<file path="config.mk">
export PLATFORM = sky130hd
export DESIGN_NAME = conv3x3_engine_flat
export DESIGN_NICKNAME = d
export VERILOG_FILES = /design/src/rtl/conv3x3_engine_pkg.sv /design/src/rtl/conv3x3_engine_if.sv /design/src/rtl/conv3x3_window.sv /design/src/rtl/conv3x3_engine.sv /design/src/flat_wrapper.sv
export SDC_FILE = /design/constraint.sdc
export NUM_CORES = 2
export LEC_CHECK = 0
export CORE_ASPECT_RATIO = 1.25
export CORE_MARGIN = 2
export CORE_UTILIZATION = 57
export DETAILED_ROUTE_END_ITERATION = 8
export HOLD_SLACK_MARGIN = 0.12
export PLACE_DENSITY = 0.76
export SLEW_MARGIN = 0
export SYNTH_ARGS = -nofsm -noshare
export SYNTH_HDL_FRONTEND = slang
export SYNTH_SLANG_ARGS = --single-unit
</file>
<file path="constraint.sdc">
create_clock -name clk -period 14.05 [get_ports clk]
set_input_delay 1.405 -clock clk [delete_from_list [all_inputs] [get_ports clk]]
set_output_delay 1.405 -clock clk [all_outputs]
set_load 0.005 [all_outputs]
</file>
<file path="src/rtl/conv3x3_engine_pkg.sv">
// Shared definitions for the 3x3 neighbourhood filter engine.
//   - MODE_* : kernel select codes carried on the mode bus
//   - state_t: sequencing states of the engine FSM
//   - clamp_pix: saturates a signed intermediate into the pixel range
package conv_pkg;

  localparam logic [1:0] MODE_BYPASS  = 2'd0;
  localparam logic [1:0] MODE_BOX     = 2'd1;
  localparam logic [1:0] MODE_SHARPEN = 2'd2;
  localparam logic [1:0] MODE_EDGE    = 2'd3;

  typedef enum logic [2:0] {
    ST_IDLE,
    ST_READ,
    ST_FLUSH,
    ST_DRAIN,
    ST_DONE
  } state_t;

  // Cycles needed after the last injected slot for compute and write
  // registers to empty.
  localparam int DRAIN_CYCLES = 3;

  function automatic int clamp_pix(input int value, input int pix_w);
    int max_v;
    max_v = (1 << pix_w) - 1;
    if (value < 0) begin
      return 0;
    end else if (value > max_v) begin
      return max_v;
    end
    return value;
  endfunction

endpackage

</file>
<file path="src/rtl/conv3x3_engine_if.sv">
// Control handshake plus source-read / destination-write RAM ports of the
// filter engine.
//   start/mode      : request and kernel select (driven by the controller)
//   busy/done       : run status back to the controller
//   src_rd_en/addr  : source RAM read request, src_data returns one cycle later
//   dst_we/addr/data: destination RAM write port
// master = controller + RAM side, slave = engine.
interface conv3x3_engine_if #(
  parameter int PIX_W  = 8,
  parameter int ADDR_W = 16
);
  logic              start;
  logic [1:0]        mode;
  logic              busy;
  logic              done;
  logic              src_rd_en;
  logic [ADDR_W-1:0] src_addr;
  logic [PIX_W-1:0]  src_data;
  logic              dst_we;
  logic [ADDR_W-1:0] dst_addr;
  logic [PIX_W-1:0]  dst_data;

  modport master (
    output start, mode, src_data,
    input  busy, done, src_rd_en, src_addr, dst_we, dst_addr, dst_data
  );

  modport slave (
    input  start, mode, src_data,
    output busy, done, src_rd_en, src_addr, dst_we, dst_addr, dst_data
  );
endinterface

</file>
<file path="src/rtl/conv3x3_window.sv">
// 3x3 sliding window over a raster-order pixel stream.
// Ports:
//   clk, rst    : clock, asynchronous active-low reset
//   clr_i       : synchronous clear of position state at the start of a run
//   adv_i       : a slot is being issued this cycle (its pixel arrives next cycle)
//   flush_i     : the issued slot is a flush slot; a zero is injected instead
//   pix_i       : arriving pixel (valid the cycle after adv_i)
//   win_o       : 9 pixels, index row*3+col, row 0 = top, col 2 = newest
//   win_valid_o : window is centred on a real output pixel this cycle
//   is_border_o : that centre pixel lies on the image border
// The newest window column is combinational from the line-buffer reads and the
// arriving pixel, so the window is usable in the arrival cycle itself.
module conv3x3_window #(
  parameter int PIX_W = 8,
  parameter int IMG_W = 256,
  parameter int IMG_H = 256
) (
  input  logic                   clk,
  input  logic                   rst,
  input  logic                   clr_i,
  input  logic                   adv_i,
  input  logic                   flush_i,
  input  logic [PIX_W-1:0]       pix_i,
  output logic [8:0][PIX_W-1:0]  win_o,
  output logic                   win_valid_o,
  output logic                   is_border_o
);
  localparam int COL_W  = $clog2(IMG_W);
  localparam int ROW_W  = $clog2(IMG_H);
  localparam int LEAD_W = $clog2(IMG_W + 2);
  localparam logic [COL_W-1:0]  COL_LAST  = COL_W'(IMG_W - 1);
  localparam logic [ROW_W-1:0]  ROW_LAST  = ROW_W'(IMG_H - 1);
  localparam logic [LEAD_W-1:0] LEAD_FULL = LEAD_W'(IMG_W + 1);

  logic [PIX_W-1:0] lb1_mem [IMG_W];   // previous row
  logic [PIX_W-1:0] lb2_mem [IMG_W];   // row before that
  logic [PIX_W-1:0] lb1_rd_q, lb2_rd_q;

  logic [COL_W-1:0]         issue_col_q, arr_col_q;
  logic                     valid_q, zero_q;
  logic [2:0][PIX_W-1:0]    col0_q, col1_q, col_new;
  logic [LEAD_W-1:0]        lead_q;
  logic [ROW_W-1:0]         crow_q;
  logic [COL_W-1:0]         ccol_q;
  logic [PIX_W-1:0]         in_pix;

  assign in_pix     = zero_q ? '0 : pix_i;
  assign col_new[0] = lb2_rd_q;
  assign col_new[1] = lb1_rd_q;
  assign col_new[2] = in_pix;

  // Line buffers: read is launched in the issue cycle so the registered read
  // data lines up with the arriving pixel; the write of the arriving pixel
  // targets the previous column, never the one being read.
  always_ff @(posedge clk) begin
    if (adv_i) begin
      lb1_rd_q <= lb1_mem[issue_col_q];
      lb2_rd_q <= lb2_mem[issue_col_q];
    end
    if (valid_q) begin
      lb1_mem[arr_col_q] <= in_pix;
      lb2_mem[arr_col_q] <= lb1_rd_q;
    end
  end

  always_ff @(posedge clk or negedge rst) begin
    if (!rst) begin
      issue_col_q <= '0;
      arr_col_q   <= '0;
      valid_q     <= 1'b0;
      zero_q      <= 1'b0;
      lead_q      <= '0;
      crow_q      <= '0;
      ccol_q      <= '0;
      col0_q      <= '0;
      col1_q      <= '0;
    end else if (clr_i) begin
      issue_col_q <= '0;
      arr_col_q   <= '0;
      valid_q     <= 1'b0;
      zero_q      <= 1'b0;
      lead_q      <= '0;
      crow_q      <= '0;
      ccol_q      <= '0;
      col0_q      <= '0;
      col1_q      <= '0;
    end else begin
      valid_q   <= adv_i;
      zero_q    <= flush_i;
      arr_col_q <= issue_col_q;
      if (adv_i) begin
        issue_col_q <= (issue_col_q == COL_LAST) ? '0 : issue_col_q + COL_W'(1);
      end
      if (valid_q) begin
        col0_q <= col1_q;
        col1_q <= col_new;
        // The first IMG_W+1 arrivals only fill the window; afterwards every
        // arrival centres the next output pixel.
        if (lead_q != LEAD_FULL) begin
          lead_q <= lead_q + LEAD_W'(1);
        end else if (ccol_q == COL_LAST) begin
          ccol_q <= '0;
          crow_q <= (crow_q == ROW_LAST) ? '0 : crow_q + ROW_W'(1);
        end else begin
          ccol_q <= ccol_q + COL_W'(1);
        end
      end
    end
  end

  genvar gi;
  generate
    for (gi = 0; gi < 3; gi++) begin : g_row
      assign win_o[gi*3 + 0] = col0_q[gi];
      assign win_o[gi*3 + 1] = col1_q[gi];
      assign win_o[gi*3 + 2] = col_new[gi];
    end
  endgenerate

  assign win_valid_o = valid_q && (lead_q == LEAD_FULL);
  assign is_border_o = (crow_q == '0) || (crow_q == ROW_LAST) ||
                       (ccol_q == '0) || (ccol_q == COL_LAST);

endmodule

</file>
<file path="src/rtl/conv3x3_engine.sv">
// 3x3 neighbourhood filter engine: streams a source image out of RAM in
// raster order, filters it with a selectable kernel and writes the result
// to a destination RAM.
// Ports:
//   clk : system clock
//   rst : asynchronous active-low reset
//   bus : handshake and RAM ports (slave side of conv3x3_engine_if)
// Pipeline: window (combinational on the arriving pixel) -> compute register
// -> write register, giving a write 3 cycles after the centring slot issues.
module conv3x3_engine #(
  parameter int PIX_W  = 8,
  parameter int IMG_W  = 256,
  parameter int IMG_H  = 256,
  parameter int ADDR_W = 16
) (
  input  logic            clk,
  input  logic            rst,
  conv3x3_engine_if.slave bus
);
  import conv_pkg::*;

  localparam int NPIX = IMG_W * IMG_H;
  localparam int CW   = PIX_W + 8;   // signed intermediate width
  localparam logic [ADDR_W-1:0] LAST_SLOT  = ADDR_W'(NPIX - 1);
  localparam logic [ADDR_W-1:0] LAST_FLUSH = ADDR_W'(IMG_W);

  state_t            state_q;
  logic [ADDR_W-1:0] slot_q;
  logic [1:0]        drain_q;
  logic [1:0]        mode_q;
  logic              busy_q, done_q, rd_en_q;
  logic [ADDR_W-1:0] src_addr_q;

  logic adv, flush, clr;
  logic [8:0][PIX_W-1:0] win;
  logic win_valid, is_border;

  assign adv   = (state_q == ST_READ) || (state_q == ST_FLUSH);
  assign flush = (state_q == ST_FLUSH);
  assign clr   = (state_q == ST_IDLE) && bus.start;

  always_ff @(posedge clk or negedge rst) begin
    if (!rst) begin
      state_q    <= ST_IDLE;
      slot_q     <= '0;
      drain_q    <= '0;
      mode_q     <= MODE_BYPASS;
      busy_q     <= 1'b0;
      done_q     <= 1'b0;
      rd_en_q    <= 1'b0;
      src_addr_q <= '0;
    end else begin
      case (state_q)
        ST_IDLE: begin
          done_q <= 1'b0;
          if (bus.start) begin
            mode_q     <= bus.mode;
            slot_q     <= '0;
            src_addr_q <= '0;
            rd_en_q    <= 1'b1;
            busy_q     <= 1'b1;
            state_q    <= ST_READ;
          end
        end
        ST_READ: begin
          if (slot_q == LAST_SLOT) begin
            slot_q     <= '0;
            rd_en_q    <= 1'b0;
            src_addr_q <= '0;
            state_q    <= ST_FLUSH;
          end else begin
            slot_q     <= slot_q + ADDR_W'(1);
            src_addr_q <= slot_q + ADDR_W'(1);
          end
        end
        ST_FLUSH: begin
          if (slot_q == LAST_FLUSH) begin
            drain_q <= '0;
            state_q <= ST_DRAIN;
          end else begin
            slot_q <= slot_q + ADDR_W'(1);
          end
        end
        ST_DRAIN: begin
          if (drain_q == 2'(DRAIN_CYCLES - 1)) begin
            busy_q  <= 1'b0;
            done_q  <= 1'b1;
            state_q <= ST_DONE;
          end else begin
            drain_q <= drain_q + 2'd1;
          end
        end
        ST_DONE: begin
          done_q  <= 1'b0;
          state_q <= ST_IDLE;
        end
        default: state_q <= ST_IDLE;
      endcase
    end
  end

  conv3x3_window #(
    .PIX_W (PIX_W),
    .IMG_W (IMG_W),
    .IMG_H (IMG_H)
  ) u_window (
    .clk         (clk),
    .rst         (rst),
    .clr_i       (clr),
    .adv_i       (adv),
    .flush_i     (flush),
    .pix_i       (bus.src_data),
    .win_o       (win),
    .win_valid_o (win_valid),
    .is_border_o (is_border)
  );

  // Kernel arithmetic on zero-extended signed copies of the window.
  logic signed [CW-1:0] px_s [9];
  logic signed [CW-1:0] sum9_s, box_v, sharp_v, edge_d, edge_v, raw_v;
  logic [PIX_W-1:0]     pix_next;

  genvar gi;
  generate
    for (gi = 0; gi < 9; gi++) begin : g_px
      assign px_s[gi] = $signed(CW'(win[gi]));
    end
  endgenerate

  always_comb begin
    sum9_s = '0;
    for (int i = 0; i < 9; i++) begin
      sum9_s = sum9_s + px_s[i];
    end
    box_v   = ((sum9_s <<< 3) - sum9_s) >>> 6;           // sum*7 >> 6
    sharp_v = (px_s[4] <<< 2) + px_s[4] - px_s[1] - px_s[7] - px_s[3] - px_s[5];
    edge_d  = (px_s[4] <<< 3) - (sum9_s - px_s[4]);
    edge_v  = edge_d[CW-1] ? -edge_d : edge_d;
    raw_v   = px_s[4];
    case (mode_q)
      MODE_BYPASS:  raw_v = px_s[4];
      MODE_BOX:     raw_v = box_v;
      MODE_SHARPEN: raw_v = sharp_v;
      default:      raw_v = edge_v;
    endcase
    pix_next = PIX_W'(clamp_pix(int'(raw_v), PIX_W));
    if (is_border) begin
      pix_next = win[4];
    end
  end

  logic              res_v_q, we_q;
  logic [PIX_W-1:0]  res_q, wr_data_q;
  logic [ADDR_W-1:0] res_addr_q, wr_addr_q, out_k_q;

  always_ff @(posedge clk or negedge rst) begin
    if (!rst) begin
      res_v_q    <= 1'b0;
      res_q      <= '0;
      res_addr_q <= '0;
      out_k_q    <= '0;
      we_q       <= 1'b0;
      wr_addr_q  <= '0;
      wr_data_q  <= '0;
    end else begin
      if (clr) begin
        out_k_q <= '0;
      end
      res_v_q <= win_valid;
      if (win_valid) begin
        res_q      <= pix_next;
        res_addr_q <= out_k_q;
        out_k_q    <= out_k_q + ADDR_W'(1);
      end
      we_q <= res_v_q;
      if (res_v_q) begin
        wr_addr_q <= res_addr_q;
        wr_data_q <= res_q;
      end
    end
  end

  assign bus.busy      = busy_q;
  assign bus.done      = done_q;
  assign bus.src_rd_en = rd_en_q;
  assign bus.src_addr  = src_addr_q;
  assign bus.dst_we    = we_q;
  assign bus.dst_addr  = wr_addr_q;
  assign bus.dst_data  = wr_data_q;

endmodule

</file>
<file path="src/flat_wrapper.sv">
// flat-port wrapper written by rule: the top's interface ports become plain ports
module conv3x3_engine_flat import conv_pkg::*;
#(
  parameter int PIX_W  = 8,
  parameter int IMG_W  = 256,
  parameter int IMG_H  = 256,
  parameter int ADDR_W = 16
)
  (clk, rst, bus_start, bus_mode, bus_src_data, bus_busy, bus_done, bus_src_rd_en, bus_src_addr, bus_dst_we, bus_dst_addr, bus_dst_data);
  conv3x3_engine_if #(.PIX_W(PIX_W), .ADDR_W(ADDR_W)) bus_i ();
  input  logic clk;
  input  logic rst;
  input wire logic [$bits(bus_i.start)-1:0] bus_start;
  input wire logic [$bits(bus_i.mode)-1:0] bus_mode;
  input wire logic [$bits(bus_i.src_data)-1:0] bus_src_data;
  output wire logic [$bits(bus_i.busy)-1:0] bus_busy;
  output wire logic [$bits(bus_i.done)-1:0] bus_done;
  output wire logic [$bits(bus_i.src_rd_en)-1:0] bus_src_rd_en;
  output wire logic [$bits(bus_i.src_addr)-1:0] bus_src_addr;
  output wire logic [$bits(bus_i.dst_we)-1:0] bus_dst_we;
  output wire logic [$bits(bus_i.dst_addr)-1:0] bus_dst_addr;
  output wire logic [$bits(bus_i.dst_data)-1:0] bus_dst_data;
  assign bus_i.start = bus_start;
  assign bus_i.mode = bus_mode;
  assign bus_i.src_data = bus_src_data;
  assign bus_busy = bus_i.busy;
  assign bus_done = bus_i.done;
  assign bus_src_rd_en = bus_i.src_rd_en;
  assign bus_src_addr = bus_i.src_addr;
  assign bus_dst_we = bus_i.dst_we;
  assign bus_dst_addr = bus_i.dst_addr;
  assign bus_dst_data = bus_i.dst_data;
  conv3x3_engine #(.PIX_W(PIX_W), .IMG_W(IMG_W), .IMG_H(IMG_H), .ADDR_W(ADDR_W)) u_core (.clk(clk), .rst(rst), .bus(bus_i));
endmodule
</file>
==> reports/results.txt <==
status -> finished, final reports clean
final-report setup violation count -> 0
worst path required time -> 14.80 ns
first-pass GRT wire length -> 647000 um
Die ar. -> 0.306 mm2
I/O Pins -> 57
Post-CTS Setup Inserts -> 0
fin. max-slew vios -> 0
Crit Path Max Fanout -> 8
Seq/Total Area, Yosys -> 0.747
Post-Syn Area -> 0.172 mm2
area share of the largest cell type after synthesis -> 0.718
Worst Setup End Kind -> register
1st-iter DRT viols -> 13000
via count -> 90400
Clock Latency Late Sink -> 0.94 ns
DRC errors left -> 0
total grt overflow -> 0
CTS Buf Count -> 392
CTS tree -> built
starting density of the core -> 0.572
Tightest Pin Transition -> 1.40 ns
die height -> 618 um
fillcell total -> 19100
fmax -> 0.114 GHz
Post-Synth Simple-Gate Area -> 0.0225
WP data arrival -> 9.49 ns
Post-synth top cells -> edfxtp_1 (4112), mux4_2 (936), mux2i_1 (485)
GRT Total Usage -> 0.295
synth warn -> 0
Crit-path slowest cell -> fa_1
row cnt -> 225
CTS H-tree lvls -> 5
Worst Path Class, Setup -> reg2reg
Clock Path Buffers -> 4
top post-synthesis cells by area -> edfxtp_1 (72%), mux4_2 (12%), dfrtp_1 (2.9%), mux2i_1 (2.8%), o221ai_1 (1.1%)
Post-CTS Resized -> 0
Core Region -> 0.300 mm2
compound-cell area share of the yosys netlist -> 0.0409
port bufs -> 56
number of global-route vias before repair -> 90600
Post-synth EDFFs -> 4112
crit path time final -> 8.74 ns
final hold violation count -> 0
First-pass DRT Iterations -> 8
Final GP Congestion -> 0.879
area growth from synthesis to layout -> 11.0%
mean post-synth cell area -> 20.2 um2
detailed-route wire length -> 452000 um
Post-synth top flop -> edfxtp_1
TNS Setup -> 0 ns
RSZ-0062 raised after global routing -> no
delay of the slowest cell on the worst path -> 0.51 ns
relative slew slack -> 0.0575
adder-cell share of the synthesized area -> 0.0142
NumNets Final -> 9050
pin count of the biggest net entering global routing -> 193
Synth cell types -> 97
post-route ant nets -> 0
clock transition at the registers of the reported paths -> 0.06 ns
XOR/XNOR Fraction of Synth Area -> 0.00398
Die W -> 495 um
Synth Register Bits -> 4311
initial antenna violation count -> 23
Synth area leader -> edfxtp_1
sinks on the clock net -> 4311
Hold WC Path Type -> reg2reg
Async SR Flop Fraction -> 0.0462
cell with the most instances after synthesis -> edfxtp_1
hold buffer count at cts -> 0
wire per inst -> 34.2 um
Final Skew -> 0.0729 ns
Period Utilization, post-route -> 0.622
Vias per Instance -> 6.85
Synth Instances -> 8532
clk root buf -> clkbuf_16
largest family of logic cells by synthesized area -> multiplexers
DP HPWL -> 256000 um
Worst path most repeated cell -> fa_1
Worst Setup Start Kind -> register
Max-Cap Viols -> 0
multiplexer area fraction after synthesis -> 0.153
fraction of layout cells with a size suffix above 1 -> 0.219
syn nets -> 8692
[per-layer routing]
layer | up-vias | global-route usage | part of all wire
li1 | 35900 | - | -
met1 | 47100 | 0.376 | 0.34
met2 | 6280 | 0.476 | 0.49
met3 | 1130 | 0.0679 | 0.11
met4 | 24 | 0.150 | 0.059
met5 | - | 0.000159 | 0.00037
[logic make-up (layout without fill, tap and decap cells)]
family          Yosys count  count (layout)
flops                  4311            4311
mux                    1448            1448
compound gates         1059            1059
simple gates            875             875
buf+inv                 614            1296
fa+ha+maj               149             149
xor+xnor                 76              76
other cells               0              18
[critical path, delay by kind of cell (launching register included)]
family	cells	cell delay [ns]
fa+ha+maj	9	3.52
compound gates	10	2.63
flops	1	0.44
buf+inv	1	0.04
simple gates	6	1.24
xor+xnor	3	0.69
[per-stage QoR]
stage          setup slack, ns  utilization  instance area (um2)  cells  hold WS, ns
3_5_place_dp              4.90        0.593               178000  12500        0.465
2_1_floorplan           0.0370            -               172000   8532        0.352
6_report                  5.31        0.635               191000  13200        0.475
5_1_grt                   4.84        0.635               191000  13200        0.499
3_3_place_gp              5.12        0.593               178000  12500        0.456
4_1_cts                   5.37        0.635               191000  13200        0.480
[state kept, by name (all words and copies together), names as in the netlist, 9 cells and up]
name	count
u_core.u_window.win_o	48
u_core.u_window.lb1_mem	2048
u_core.u_window.lb2_mem	2048
u_core.bus.dst_addr	16
u_core.out_k_q	16
u_core.u_window.lead_q	9
u_core.slot_q	16
u_core.res_addr_q	16
u_core.bus.src_addr	16
[placed cells by master (no fill, tap or decap), types with 12 or more instances in the layout]
| cell | n |
|---|---|
| edfxtp_1 | 4112 |
| mux4_2 | 936 |
| mux2i_1 | 485 |
| clkbuf_16 | 401 |
| nor2_1 | 397 |
| buf_4 | 364 |
| nand2_1 | 235 |
| o21ai_0 | 230 |
| a21oi_1 | 212 |
| o221ai_1 | 210 |
| dfrtp_1 | 191 |
| o22ai_1 | 166 |
| inv_1 | 129 |
| a211oi_1 | 97 |
| clkinv_1 | 84 |
| fa_1 | 78 |
| clkinv_2 | 77 |
| clkbuf_1 | 71 |
| ha_1 | 69 |
| clkdlybuf4s50_1 | 55 |
| xnor2_1 | 46 |
| nand3_1 | 43 |
| bufinv_16 | 35 |
| nor2_2 | 31 |
| xor2_1 | 29 |
| mux2_2 | 26 |
| nor2b_1 | 21 |
| clkinvlp_4 | 21 |
| nor3_1 | 20 |
| o211ai_1 | 19 |
| and3_1 | 19 |
| buf_12 | 19 |
| diode_2 | 18 |
| nand2b_1 | 16 |
| a21o_1 | 14 |
| or3_1 | 13 |
| a31oi_1 | 12 |
[worst paths after layout]
kind | start | end | cells past startpoint | slack (ns)
min in group asynchronous | rst | u_core.u_window.win_o[36]$_DFFE_PN0P_ | 1 | 0.52
worst max-delay path | u_core.u_window.win_o[8]$_DFFE_PN0P_ | u_core.res_q[7]$_DFFE_PN0P_ | 29 | 5.31
worst min register to register | u_core.bus.src_addr[9]$_DFFE_PN0P_ | u_core.bus.src_addr[9]$_DFFE_PN0P_ | 2 | 0.48
worst max register to register | u_core.u_window.win_o[8]$_DFFE_PN0P_ | u_core.res_q[7]$_DFFE_PN0P_ | 29 | 5.31
worst min-delay path | u_core.bus.src_addr[9]$_DFFE_PN0P_ | u_core.bus.src_addr[9]$_DFFE_PN0P_ | 2 | 0.48
max in group asynchronous | rst | u_core.u_window.issue_col_q[5]$_DFFE_PN0P_ | 3 | 11.28
[area by class of cell]
class                      count  area, um2  area share
inverter                     139        579     0.00304
clock buffer                 480      10400      0.0545
clock inverter               238       2220      0.0116
timing repair buffer         439       3680      0.0193
multi-input combinational   3607      40400       0.212
antenna                       18       45.0    0.000236
tap                         3972       4970      0.0260
sequential                  4311     128000       0.673
Power is not shown: default switching activity piles up to over one toggle a cycle in this logic, so the estimate is an artifact.
